## src/rtl/cpu_pkg.sv

```systemverilog
// Shared CPU front-end definitions: fetch FSM encoding, opcode field position, PC step.
package cpu_pkg;

  localparam int unsigned INSTR_W = 32;
  localparam int unsigned OPC_HI  = 31;
  localparam int unsigned OPC_LO  = 28;
  localparam int unsigned OPC_W   = OPC_HI - OPC_LO + 1;
  localparam int unsigned PC_STEP = 4;

  typedef logic [1:0] fsm_state_t;

  localparam fsm_state_t ST_RST   = 2'd0;
  localparam fsm_state_t ST_FETCH = 2'd1;
  localparam fsm_state_t ST_ISSUE = 2'd2;

endpackage

```

## src/rtl/pc_next_sel.sv

```systemverilog
// Next-PC mux: jump over taken bne-branch over sequential step; redirect targets word-aligned.
module pc_next_sel
  import cpu_pkg::*;
#(
  parameter int unsigned ADDR_W = 32
) (
  input  logic [ADDR_W-1:0] pc,
  input  logic              jump,
  input  logic              branch,
  input  logic              zero,
  input  logic [ADDR_W-1:0] jump_addr,
  input  logic [ADDR_W-1:0] branch_addr,
  output logic [ADDR_W-1:0] pc_next_c
);

  // Sequential step wraps naturally at ADDR_W bits.
  always_comb begin
    pc_next_c = pc + ADDR_W'(PC_STEP);
    if (jump) begin
      pc_next_c = {jump_addr[ADDR_W-1:2], 2'b00};
    end else if (branch && !zero) begin
      pc_next_c = {branch_addr[ADDR_W-1:2], 2'b00};
    end
  end

endmodule

```

## src/rtl/instr_fetch_unit.sv

```systemverilog
// Instruction fetch stage: PC, req/ack fetch from imem, valid/ready issue to decode.
module instr_fetch_unit
  import cpu_pkg::*;
#(
  parameter int unsigned       ADDR_W   = 32,
  parameter logic [ADDR_W-1:0] RESET_PC = '0
) (
  input  logic                Clk,
  input  logic                Rst_n,
  output logic                Imem_Req,
  output logic [ADDR_W-1:0]   Imem_Addr,
  input  logic                Imem_Ack,
  input  logic [INSTR_W-1:0]  Imem_Rdata,
  output logic                Instr_Valid,
  input  logic                Instr_Ready,
  output logic [INSTR_W-1:0]  Instr,
  output logic [OPC_W-1:0]    Opcode,
  output logic [ADDR_W-1:0]   PC,
  input  logic                Jump,
  input  logic                Branch,
  input  logic                Zero,
  input  logic [ADDR_W-1:0]   Jump_Addr,
  input  logic [ADDR_W-1:0]   Branch_Addr,
  input  logic                Stall
);

  fsm_state_t         state_q, state_d;
  logic [ADDR_W-1:0]  pc_q, pc_d;
  logic [INSTR_W-1:0] instr_q, instr_d;
  logic               captured_q, captured_d;
  logic               imem_req_q, imem_req_d;
  logic               instr_valid_q, instr_valid_d;

  logic               ack_c;
  logic               issue_c;
  logic [ADDR_W-1:0]  pc_next_c;

  // A word already held under stall is not overwritten by later acks.
  assign ack_c   = Imem_Ack & imem_req_q & ~captured_q;
  assign issue_c = instr_valid_q & Instr_Ready & ~Stall;

  pc_next_sel #(
    .ADDR_W (ADDR_W)
  ) u_pc_next_sel (
    .pc          (pc_q),
    .jump        (Jump),
    .branch      (Branch),
    .zero        (Zero),
    .jump_addr   (Jump_Addr),
    .branch_addr (Branch_Addr),
    .pc_next_c   (pc_next_c)
  );

  always_ff @(posedge Clk or negedge Rst_n) begin
    if (!Rst_n) begin
      state_q       <= ST_RST;
      pc_q          <= RESET_PC;
      instr_q       <= '0;
      captured_q    <= 1'b0;
      imem_req_q    <= 1'b0;
      instr_valid_q <= 1'b0;
    end else begin
      state_q       <= state_d;
      pc_q          <= pc_d;
      instr_q       <= instr_d;
      captured_q    <= captured_d;
      imem_req_q    <= imem_req_d;
      instr_valid_q <= instr_valid_d;
    end
  end

  // Next state; handshake outputs are registered copies of the next state.
  always_comb begin
    state_d    = state_q;
    pc_d       = pc_q;
    instr_d    = instr_q;
    captured_d = captured_q;

    case (state_q)
      ST_RST: begin
        if (!Stall) begin
          state_d = ST_FETCH;
        end
      end
      ST_FETCH: begin
        if (ack_c) begin
          instr_d = Imem_Rdata;
        end
        if (ack_c || captured_q) begin
          if (Stall) begin
            captured_d = 1'b1;
          end else begin
            captured_d = 1'b0;
            state_d    = ST_ISSUE;
          end
        end
      end
      ST_ISSUE: begin
        if (issue_c) begin
          pc_d    = pc_next_c;
          state_d = ST_FETCH;
        end
      end
      default: begin
        state_d    = ST_RST;
        captured_d = 1'b0;
      end
    endcase

    imem_req_d    = (state_d == ST_FETCH);
    instr_valid_d = (state_d == ST_ISSUE);
  end

  assign Imem_Req    = imem_req_q;
  assign Imem_Addr   = pc_q;
  assign PC          = pc_q;
  assign Instr       = instr_q;
  assign Opcode      = instr_q[OPC_HI:OPC_LO];
  assign Instr_Valid = instr_valid_q;

endmodule
```

## config.mk

```make
export PLATFORM = sky130hd
export DESIGN_NAME = instr_fetch_unit
export DESIGN_NICKNAME = d
export VERILOG_FILES = /design/src/rtl/cpu_pkg.sv /design/src/rtl/pc_next_sel.sv /design/src/rtl/instr_fetch_unit.sv
export SDC_FILE = /design/constraint.sdc
export NUM_CORES = 1
export LEC_CHECK = 0
export CORE_AREA = 2 2 87 173
export DETAILED_ROUTE_END_ITERATION = 7
export DIE_AREA = 0 0 89 175
export GPL_TIMING_DRIVEN = 0
export SYNTH_ARGS = -nofsm -noshare
export SYNTH_HDL_FRONTEND = slang
export SYNTH_HIERARCHICAL = 1
export SYNTH_SLANG_ARGS = --single-unit
```

## constraint.sdc

```tcl
create_clock -name Clk -period 3.2 [get_ports Clk]
set_clock_uncertainty 0.2 [all_clocks]
set_input_delay 0.32 -clock Clk [delete_from_list [all_inputs] [get_ports Clk]]
set_output_delay 0.32 -clock Clk [all_outputs]
set_load 0.05 [all_outputs]
```

**After elaboration in Yosys (flattened, before gate mapping)**

Index checks and enable logic that the tools add are counted.

- Register bits after elaboration: 69
- Latch bits: 0
- Memory bits (writable): 0
- ROM bits: 0
- Input port bits: 104
- Output and inout bits: 102
- Word-level logic and storage cells: 37
- Memories: 0

- Add/sub/neg operators: 1
- Multiply operators: 0
- Divide/modulo/power cells: 0
- Magnitude comparators: 0
- Equality and inequality tests: 5
- Shift-type cells: 0
- Muxes and demuxes: 10
- Bitwise gates (word level): 7
- Reduce and logical (&&, ||, !) cells: 8

Operators by type and width:

| cell | number |
|---|---|
| two-way mux 32 bit | 2 |
| adder 32 x 3 -> 32 bit, second input constant | 1 |
| two-way mux 2 bit | 4 |
| one-hot mux 2 bit (3 select lines) | 1 |
| AND reduction 2 bit | 3 |
| AND 1 bit | 4 |
| == test 2 x 1 -> 1 bit, second input constant | 2 |
| == test 2 bit, second input constant | 2 |
| NOT 1 bit | 3 |
| logical NOT 2 bit | 1 |
| two-way mux 1 bit | 2 |
| != test 2 bit, second input constant | 1 |
| one-hot mux 1 bit (2 select lines) | 1 |
| OR reduction 2 bit | 1 |
| logical AND 1 bit | 1 |
| logical NOT 1 bit | 1 |
| logical OR 1 bit | 1 |

**Longest topological paths before layout**

Gate-level depths: netlist of the first run.

- Word-level depth: 6
- Depth in mapped cells: 7

**Modules after synthesis**

Netlist of the first run, hierarchy kept.

Modules (own cells, without submodules):

| module | instances | cells an instance | area each (um^2) | seq. area each (um^2) |
|---|---|---|---|---|
| instr_fetch_unit | 1 | 193 | 2929.1 | 1726.7 |
| pc_next_sel | 1 | 200 | 1257.5 | 0.0 |

**Least setup slack after synthesis of the first run**

Ideal clock, no wire load.

- Path kind: reg-to-reg
- From: reg pc_q[2] (netlist: Imem_Addr[2])
- To: reg pc_q[30] (netlist: Imem_Addr[30])
- Arrival: 2375 ps
- Required time: 2875 ps
- Setup slack: 501 ps
- Stages on the path, launching flop included: 8
- Buffers on the path: 0
- Clock period less this slack: 2699 ps
- Path through: dfrtp_1 > ha_1 > nand3_1 > or4_4 > nor4_2 > xnor2_1 > o221ai_1 > mux2_2

- Longest elaborated chain between the ends: 3

Ends and longest elaborated chain:

| what | RTL line | RTL |
|---|---|---|
| start, declared | instr_fetch_unit.sv:28 | `logic [ADDR_W-1:0] pc_q, pc_d;` |
| start signal, assigned | instr_fetch_unit.sv:64 | `pc_q <= pc_d;` |
| adder 32 x 3 -> 32 bit | pc_next_sel.sv:18 | `pc_next_c = pc + ADDR_W'(PC_STEP);` |
| two-way mux 32 bit | pc_next_sel.sv:21 | `end else if (branch && !zero) begin` |
| two-way mux 32 bit | pc_next_sel.sv:19 | `if (jump) begin` |
| net pc_next_c[30] | instr_fetch_unit.sv:36 | `logic [ADDR_W-1:0] pc_next_c;` |

The timed path passes the listed nets, and every way through them passes these cells.
A chain may end at the register's enable or synchronous reset.

**Final worst setup path of the first run**

- From: reg pc_q[2] (netlist: Imem_Addr[2])
- To: reg pc_q[28] (netlist: Imem_Addr[28])

The elaborated chain is that of the path after synthesis.

==> run summary, run 1 <==
### Outcome
• completed — result of the run

### Floorplan
• 29.33% — Starting Density
• 62 — number of placement rows
• 206 — I/O pin count
• 0.01558 mm2 — die area
• 175 um — vertical extent of the die
• 89 um — horizontal die dimension
• 0.01427 mm2 — Core Region

### Place
• 11,050 um — hpwl dp
• 786 — Cells after DPL
• 0.8665 — final weighted congestion of routability-driven global placement
• 200 — I/O Buffers
• 0.006446 mm2 — post-placement cell area

### Global route
• 3,987 — vias in the first global route
• 18.10% — overall fraction of global-route tracks in use
• 0 — global route total overflow
• 0 — antenna violations before repair
• 37 — pin count of the biggest net entering global routing
• 21,380 um — first-pass GRT wire length

### Layout
• 0.006777 mm2 — final instance area
• 23.90% — share of post-route cells with drive strength above 1
• 61.86% — Layout area overhead
• 711 — final layout net count
• 47.48% — post-layout utilization of the core
• 803 — Post-Layout Cell Count
• 0 — diode count
• 1,389 — fillcell total

### Synth
• sky130_fd_sc_hd__dfrtp_1 — dominant cell type by area after synthesis
• 6 — warning count from the yosys run
• 100.0% — Async SR Flop Fraction
• sky130_fd_sc_hd__dfrtp_1 — most numerous cell in the Yosys netlist
• 0.004187 mm2 — Post-Synthesis Cell Area
• 0 — number of enable-type register cells in the synthesized netlist
• 498 — number of nets produced by synthesis
• sky130_fd_sc_hd__dfrtp_1, sky130_fd_sc_hd__mux2_2, sky130_fd_sc_hd__buf_4, sky130_fd_sc_hd__nand2_1, sky130_fd_sc_hd__xnor2_1 — largest cells by area after synthesis
• 41.24% — Seq/Total Area, Yosys
• sky130_fd_sc_hd__dfrtp_1, sky130_fd_sc_hd__mux2_2, sky130_fd_sc_hd__buf_4, sky130_fd_sc_hd__nand2_1, sky130_fd_sc_hd__nor2_1 — commonest cells in the netlist
• 393 — synthesized netlist cell count
• 50 — Unique masters post-synth
• sky130_fd_sc_hd__dfrtp_1 — prevailing post-synth register cell
• 41.24% — area share of the largest cell type after synthesis
• 10.65 um2 — Avg Cell Area, Syn
• 69 — post-synthesis sequential element count

### Power and ir drop
• 943.6 mW/mm2 — total power density per cell area
• 6.394 mW — total power
• 3.032 mW — net load switching power
• 47.42% — switching share of power
• 0.0008192 V — Max IR drop VDD
• 57.9% — part of the power in combinational logic
• 25.3% — Flop pwr share
• 2.849 nW — total leakage power
• 3.362 mW — P_int
• 16.8% — clock share of power

### STA
• 0 — final number of hold-violating endpoints
• 0.7466 ns — Worst Tran Pin Value
• 50.04% — relative max-transition margin
• 0 — max-slew violations
• 358.9 MHz — Highest Clock Rate
• false — RSZ-0062 raised after global routing
• 0.2890 ns — tightest hold margin
• 0 — setup violators final
• 2.786 ns — minimum clock period
• 87.07% — final critical-path share of the clock period

### Setup path
• 2.80 ns — arrival time reported for the critical path endpoint
• register — endpoint type of the worst setup path
• 0.41 ns — reg-to-reg slack, setup
• 8 — largest driver fanout on the critical path
• Imem_Addr[28] — endpoint of the worst register-to-register path
• register to register — type of the setup path with the least slack
• Imem_Addr[2] — beginning of the worst register-to-register path
• 3.22 ns — Required @ worst endpoint
• register — type of element launching the critical path
• 7 — depth of the most critical reg-to-reg path

### Routing
• 0 — Residual DRC
• 0 — residual antenna-violating net count after detailed routing
• 17.45 um — Routed wire per std cell
• 4.717 — Avg Vias per Cell
• 14,010 um — final wirelength
• 4 — first-pass iteration count of the detailed router
• 116 — Detailed Route Iter0 Violations
• 3,788 — vias post-DR

### CTS
• 69 — count of clock tree sinks
• yes — clock tree from TritonCTS
• 0.06 ns — post-CTS clock slew at the launch and capture registers of the worst setup and hold paths
• sky130_fd_sc_hd__clkbuf_16 — cell at the root of the clock tree
• 0 — post-CTS setup repair buffer count
• 0 — number of gates resized after cts
• 9 — total clock buffers created by CTS
• 3 — total number of H-tree levels
• 2 — Max Root-Sink Buffers
• 0.33 ns — clock latency on the worst-skew pair

### Hold path
• input pin to asynchronous set/reset pin — HP Class

### Run
• 0 — MaxCap Viol Count

==> cell usage in the layout, fill, tap and decap left out, types with 10 or more instances in the layout <==
cell type	count
sky130_fd_sc_hd__nand2_1	36
sky130_fd_sc_hd__xnor2_1	13
sky130_fd_sc_hd__nand3_1	15
sky130_fd_sc_hd__o221ai_1	10
sky130_fd_sc_hd__buf_4	39
sky130_fd_sc_hd__dfrtp_1	69
sky130_fd_sc_hd__clkbuf_1	11
sky130_fd_sc_hd__mux2_2	63
sky130_fd_sc_hd__xor2_1	12
sky130_fd_sc_hd__clkdlybuf4s50_1	199
sky130_fd_sc_hd__nor2_1	22
sky130_fd_sc_hd__a21oi_1	12
==> repair_timing <==
action                                 in CTS  in global routing
endpoints found under the hold margin      35                  0
hold buffers                                1                  0
setup endpoints to repair                   0                  0
==> final cells by class <==
| type | instances | area [um2] | share of cell area, % |
|---|---|---|---|
| inverters | 9 | 33.78 | 0.4985 |
| clock inverters | 4 | 53.80 | 0.7939 |
| plain buffers | 55 | 396.6 | 5.853 |
| flip-flops and latches | 69 | 1727 | 25.48 |
| clock buffers | 12 | 266.5 | 3.933 |
| well taps | 192 | 240.2 | 3.545 |
| multi-input cells | 260 | 2029 | 29.95 |
| repair buffers | 202 | 2029 | 29.95 |
==> through the flow <==
stage          setup TNS, ns  setup slack (ns)
6_report                   0            0.4138
5_1_grt                    0            0.2515
4_1_cts                    0            0.4055
3_5_place_dp               0            0.2658
3_3_place_gp          -67.41           -0.9832
2_1_floorplan              0            0.5007
==> state kept, by name, indices dropped and copies added (netlist names) <==
signal,cells
Instr,32
Imem_Addr,32
Instr_Valid,1
Imem_Req,1
captured_q,1
state_q,2
==> power groups by stage <==
stage	Combinational (mW)	Clock, mW	Sequential [mW]
after global routing	3.86	1.14	1.69
after global placement	3.69	0	1.61
after floorplan	1.34	0	2.71
after CTS	3.73	1.10	1.63
final	3.70	1.07	1.62
after detailed placement	3.72	0	1.64
==> how the worst max path moves through the flow <==
| stage | startpoint | end |
|---|---|---|
| 3_5_place_dp | Zero | Imem_Addr[24] |
| 3_3_place_gp | Rst_n | Instr[12] |
| 4_1_cts | Imem_Addr[2] | Imem_Addr[28] |
| 5_1_grt | Imem_Addr[2] | Imem_Addr[28] |
| 2_1_floorplan | Imem_Addr[2] | Imem_Addr[30] |
| 6_report | Imem_Addr[2] | Imem_Addr[28] |
==> logic make-up (layout without fill, tap and decap cells) <==
group,Yosys count,after routing,share of synthesized area [%]
AO/OA/AOI/OAI,50,50,8.368
XOR/XNOR,25,25,5.230
adder cells (fa/ha/maj),1,1,0.2988
buffers and inverters,64,282,10.28
flip-flops,69,69,41.24
multiplexers,68,68,18.20
AND/OR/NAND/NOR,116,116,16.38
==> critical path: stages, from the launching register on <==
cell	delay, ns
sky130_fd_sc_hd__dfrtp_1	0.46
sky130_fd_sc_hd__ha_1	0.28
sky130_fd_sc_hd__nand3_1	0.23
sky130_fd_sc_hd__nor4_4	0.66
sky130_fd_sc_hd__nand4_1	0.25
sky130_fd_sc_hd__xor2_1	0.19
sky130_fd_sc_hd__o221ai_1	0.12
sky130_fd_sc_hd__mux2_2	0.29
==> metal layers <==
layer | track usage [%] | wire length [um]
met5 | 0 | 0
met4 | 6.841 | 359
met3 | 4.110 | 869
met2 | 34.48 | 8006
met1 | 18.17 | 4778
Note: power is estimated with default switching activity, not from simulation.
==> run 2, diff against run 1 <==
--- a/config.mk
+++ b/config.mk
@@ -5,9 +5,10 @@
 export SDC_FILE = /design/constraint.sdc
 export NUM_CORES = 1
 export LEC_CHECK = 0
-export CORE_AREA = 2 2 87 173
+export ABC_AREA = 1
+export CORE_AREA = 2 2 93 184
 export DETAILED_ROUTE_END_ITERATION = 7
-export DIE_AREA = 0 0 89 175
+export DIE_AREA = 0 0 95 186
 export GPL_TIMING_DRIVEN = 0
 export SYNTH_ARGS = -nofsm -noshare
 export SYNTH_HDL_FRONTEND = slang
==> run summary, run 2 <==
### Layout
• 12.15% — share of post-route cells with drive strength above 1, -12 points
• 55.23% — Layout area overhead
• sky130_fd_sc_hd__nand2_1, sky130_fd_sc_hd__clkdlybuf4s50_1, sky130_fd_sc_hd__nand3_1, sky130_fd_sc_hd__dfrtp_1 — commonest cells after routing, fill and taps aside
• 1,127 — Post-Layout Cell Count, +40%
• 0.007385 mm2 — final instance area, +9.0%
• 1,022 — final layout net count, +44%
• sky130_fd_sc_hd__nand2_1 — most common library cell in the layout ignoring fill and taps
• 45.39% — post-layout utilization of the core, -2.1 points

### Routing
• 0 — residual antenna-violating net count after detailed routing, unchanged
• met4 — highest metal layer used by the detailed router
• 5,171 — vias post-DR, +37%
• 0 — Residual DRC, unchanged
• 17,020 um — final wirelength, +21%
• 9658 um — total met2 wirelength after detailed routing, +21%
• 4 — first-pass iteration count of the detailed router, unchanged
• 5951 um — Routed met1 length, +25%
• 15.10 um — Routed wire per std cell, -13%
• 863 um — routed length on met3, -0.69%
• 4.588 — Avg Vias per Cell, -2.7%
• 221 — Detailed Route Iter0 Violations, +91%

### STA
• 2.312 ns — minimum clock period, -0.4745 ns
• 0 — max-slew violations, unchanged
• 0 — setup violators final, unchanged
• 0 — final number of hold-violating endpoints, unchanged
• 0.6797 ns — Worst Tran Pin Value, -0.06689 ns
• 72.24% — final critical-path share of the clock period, -15 points
• 54.69% — relative max-transition margin, +4.6 points
• 432.6 MHz — Highest Clock Rate, +21%
• 0.1570 ns — tightest hold margin, -0.1320 ns
• false — RSZ-0062 raised after global routing
• 0 ns — total negative setup slack, unchanged
• 0.8883 ns — PnR worst setup slack, +0.4745 ns

### Run
• 0 — MaxCap Viol Count, unchanged

### Synth
• sky130_fd_sc_hd__dfrtp_1 — prevailing post-synth register cell
• 0 — number of enable-type register cells in the synthesized netlist, unchanged
• 69 — post-synthesis sequential element count, unchanged
• 808 — number of nets produced by synthesis, +62%
• 100.0% — Async SR Flop Fraction, unchanged
• sky130_fd_sc_hd__nand2_1, sky130_fd_sc_hd__nand3_1, sky130_fd_sc_hd__dfrtp_1, sky130_fd_sc_hd__nor2_1 — commonest cells in the netlist
• sky130_fd_sc_hd__nand2_1 — most numerous cell in the Yosys netlist
• 703 — synthesized netlist cell count, +79%
• 6 — warning count from the yosys run, unchanged
• 36.30% — Seq/Total Area, Yosys, -4.9 points
• sky130_fd_sc_hd__dfrtp_1 — dominant cell type by area after synthesis
• sky130_fd_sc_hd__dfrtp_1, sky130_fd_sc_hd__nand2_1, sky130_fd_sc_hd__nand3_1, sky130_fd_sc_hd__buf_4, sky130_fd_sc_hd__nor2_1 — largest cells by area after synthesis
• 36.30% — area share of the largest cell type after synthesis, -4.9 points
• 0.004757 mm2 — Post-Synthesis Cell Area, +14%
• 6.767 um2 — Avg Cell Area, Syn, -36%
• 28 — Unique masters post-synth, -44%

### Place
• 0.007049 mm2 — post-placement cell area, +9.4%
• 1,109 — Cells after DPL, +41%
• 0.8720 — final weighted congestion of routability-driven global placement, +0.63%
• 201 — I/O Buffers, +0.50%
• 0.8985 ns — pre-CTS setup slack, +0.6327 ns
• 13,540 um — hpwl dp, +22%

### CTS
• 0 — post-CTS setup repair buffer count, unchanged
• 9 — total clock buffers created by CTS, unchanged
• 0.34 ns — clock latency on the worst-skew pair, about the same
• 0.06 ns — post-CTS clock slew at the launch and capture registers of the worst setup and hold paths, about the same
• sky130_fd_sc_hd__clkbuf_16 — cell at the root of the clock tree
• 3 — total number of H-tree levels, unchanged
• 69 — count of clock tree sinks, unchanged
• yes — clock tree from TritonCTS
• 2 — Max Root-Sink Buffers, unchanged

### Setup path
• 1.17 ns — reg-to-reg slack, setup, +0.76 ns
• Imem_Addr[3] — beginning of the worst register-to-register path
• 7 — largest driver fanout on the critical path, -1
• 12 — depth of the most critical reg-to-reg path, +5
• output port — endpoint type of the worst setup path
• register to output port — type of the setup path with the least slack
• 1.79 ns — arrival time reported for the critical path endpoint, -1.01 ns
• register — type of element launching the critical path
• 2.68 ns — Required @ worst endpoint, -0.54 ns
• Imem_Addr[22] — endpoint of the worst register-to-register path

### Hold path
• input pin to asynchronous set/reset pin — HP Class

### Floorplan
• 29.24% — Starting Density, -0.089 points
• 66 — number of placement rows, +6.5%
• 0.01627 mm2 — Core Region, +14%
• 0.01767 mm2 — die area, +13%
• 186 um — vertical extent of the die, +6.3%
• 206 — I/O pin count, unchanged
• 95 um — horizontal die dimension, +6.7%

### Power and ir drop
• 6.470 mW — total power, +1.2%
• 3.500 nW — total leakage power, +23%
• 0.0003329 V — Max IR drop VDD, -59%
• 876.1 mW/mm2 — total power density per cell area, -7.1%

### Global route
• 0 — antenna violations before repair, unchanged
• 62 — pin count of the biggest net entering global routing, +68%
• 19.45% — overall fraction of global-route tracks in use, +1.3 points
• 0 — global route total overflow, unchanged
• 5,087 — vias in the first global route, +28%
• 26,070 um — first-pass GRT wire length, +22%

### Outcome
• completed — result of the run

## run 2: cell types whose count changed in the layout (fill, tap and decap cells not counted), sizes merged, moves of 19 or more
cell,change
buf,+19
inv,+35
nor2,+36
nand3,+84
nand2,+283
mux2,-65
## run 2: area by class of cell
type / instances / area, um2
antenna: 1 / 2.502
multi-input combinational: 523 / 2347
clock buffer: 9 / 225.2
fill: 1686 / 8884
clock inverter: 7 / 97.59
sequential: 69 / 1727
buffer: 67 / 518.0
tap: 204 / 255.2
inverter: 44 / 165.2
timing repair buffer: 203 / 2047
## run 2: worst max path at each step
stage	from	end	slack [ns]	cells after the start
floorplan	Imem_Addr[3]	Imem_Addr[20]	1.09	12
global placement	Rst_n	Imem_Req	-1.06	1
detailed placement	Zero	Imem_Addr[4]	0.90	9
CTS	Imem_Addr[29]	PC[29]	0.87	2
global route	Imem_Addr[29]	PC[29]	0.83	2
finish	Imem_Addr[29]	PC[29]	0.89	2
## run 2: layer usage
layer  vias up  track usage, %
li1       2599               -
met1      2374           19.21
met2       162           38.52
met3        36           2.713
met4         0           8.638
met5         -               0
## run 2: timing repair
action | CTS | global route
endpoints found under the hold margin | 69 | 0
setup endpoints to repair | 0 | 0
hold buffers | 1 | 0
gates resized for setup | 0 | 0
## run 2: cells by family (layout without fill, tap and decap cells)
group / count (synthesis) / count (layout) / synth area share [%]
adders and majority gates: 1 / 1 / 0.2630
other: 0 / 1 / 0
xor gates and xnor gates: 5 / 5 / 0.9205
AOI/OAI and AO/OA: 34 / 34 / 3.840
and+or+nand+nor: 483 / 483 / 44.32
DFF: 69 / 69 / 36.30
buffers and inverters: 111 / 330 / 14.36
## run 2: where the power goes
part	switching, mW	internal, mW	leakage [nW]	total (mW)
sequential	0.356	1.20	0.904	1.56
clock	0.404	0.685	0.152	1.09
combinational	2.47	1.35	2.44	3.83
total	3.24	3.23	3.50	6.47
## run 2: worst max-delay path, cell delays in order, from the launching register on
cell                              delay, ns
sky130_fd_sc_hd__dfrtp_1               0.49
sky130_fd_sc_hd__buf_4                 0.16
sky130_fd_sc_hd__clkdlybuf4s50_1       0.81
==> run 3, diff against run 2 <==
==> constraint.sdc (replaced) <==
create_clock -name Clk -period 2.3 [get_ports Clk]
set_clock_uncertainty 0.2 [all_clocks]
set_input_delay 0.23 -clock Clk [delete_from_list [all_inputs] [get_ports Clk]]
set_output_delay 0.23 -clock Clk [all_outputs]
set_load 0.05 [all_outputs]
==> results of run 3 <==
The final DEF is identical to that of run 2. Status: completed.
Main changes from that run: setup slack after placement 0.8985 ns -> 0.08849 ns; setup slack after layout 0.8883 ns -> 0.07826 ns; hold slack 0.1570 ns -> 0.06700 ns; register-to-register setup slack 1.17 ns -> 0.27 ns; total power 6.470 mW -> 9.002 mW; worst IR drop on VDD 0.0003329 V -> 0.0004632 V
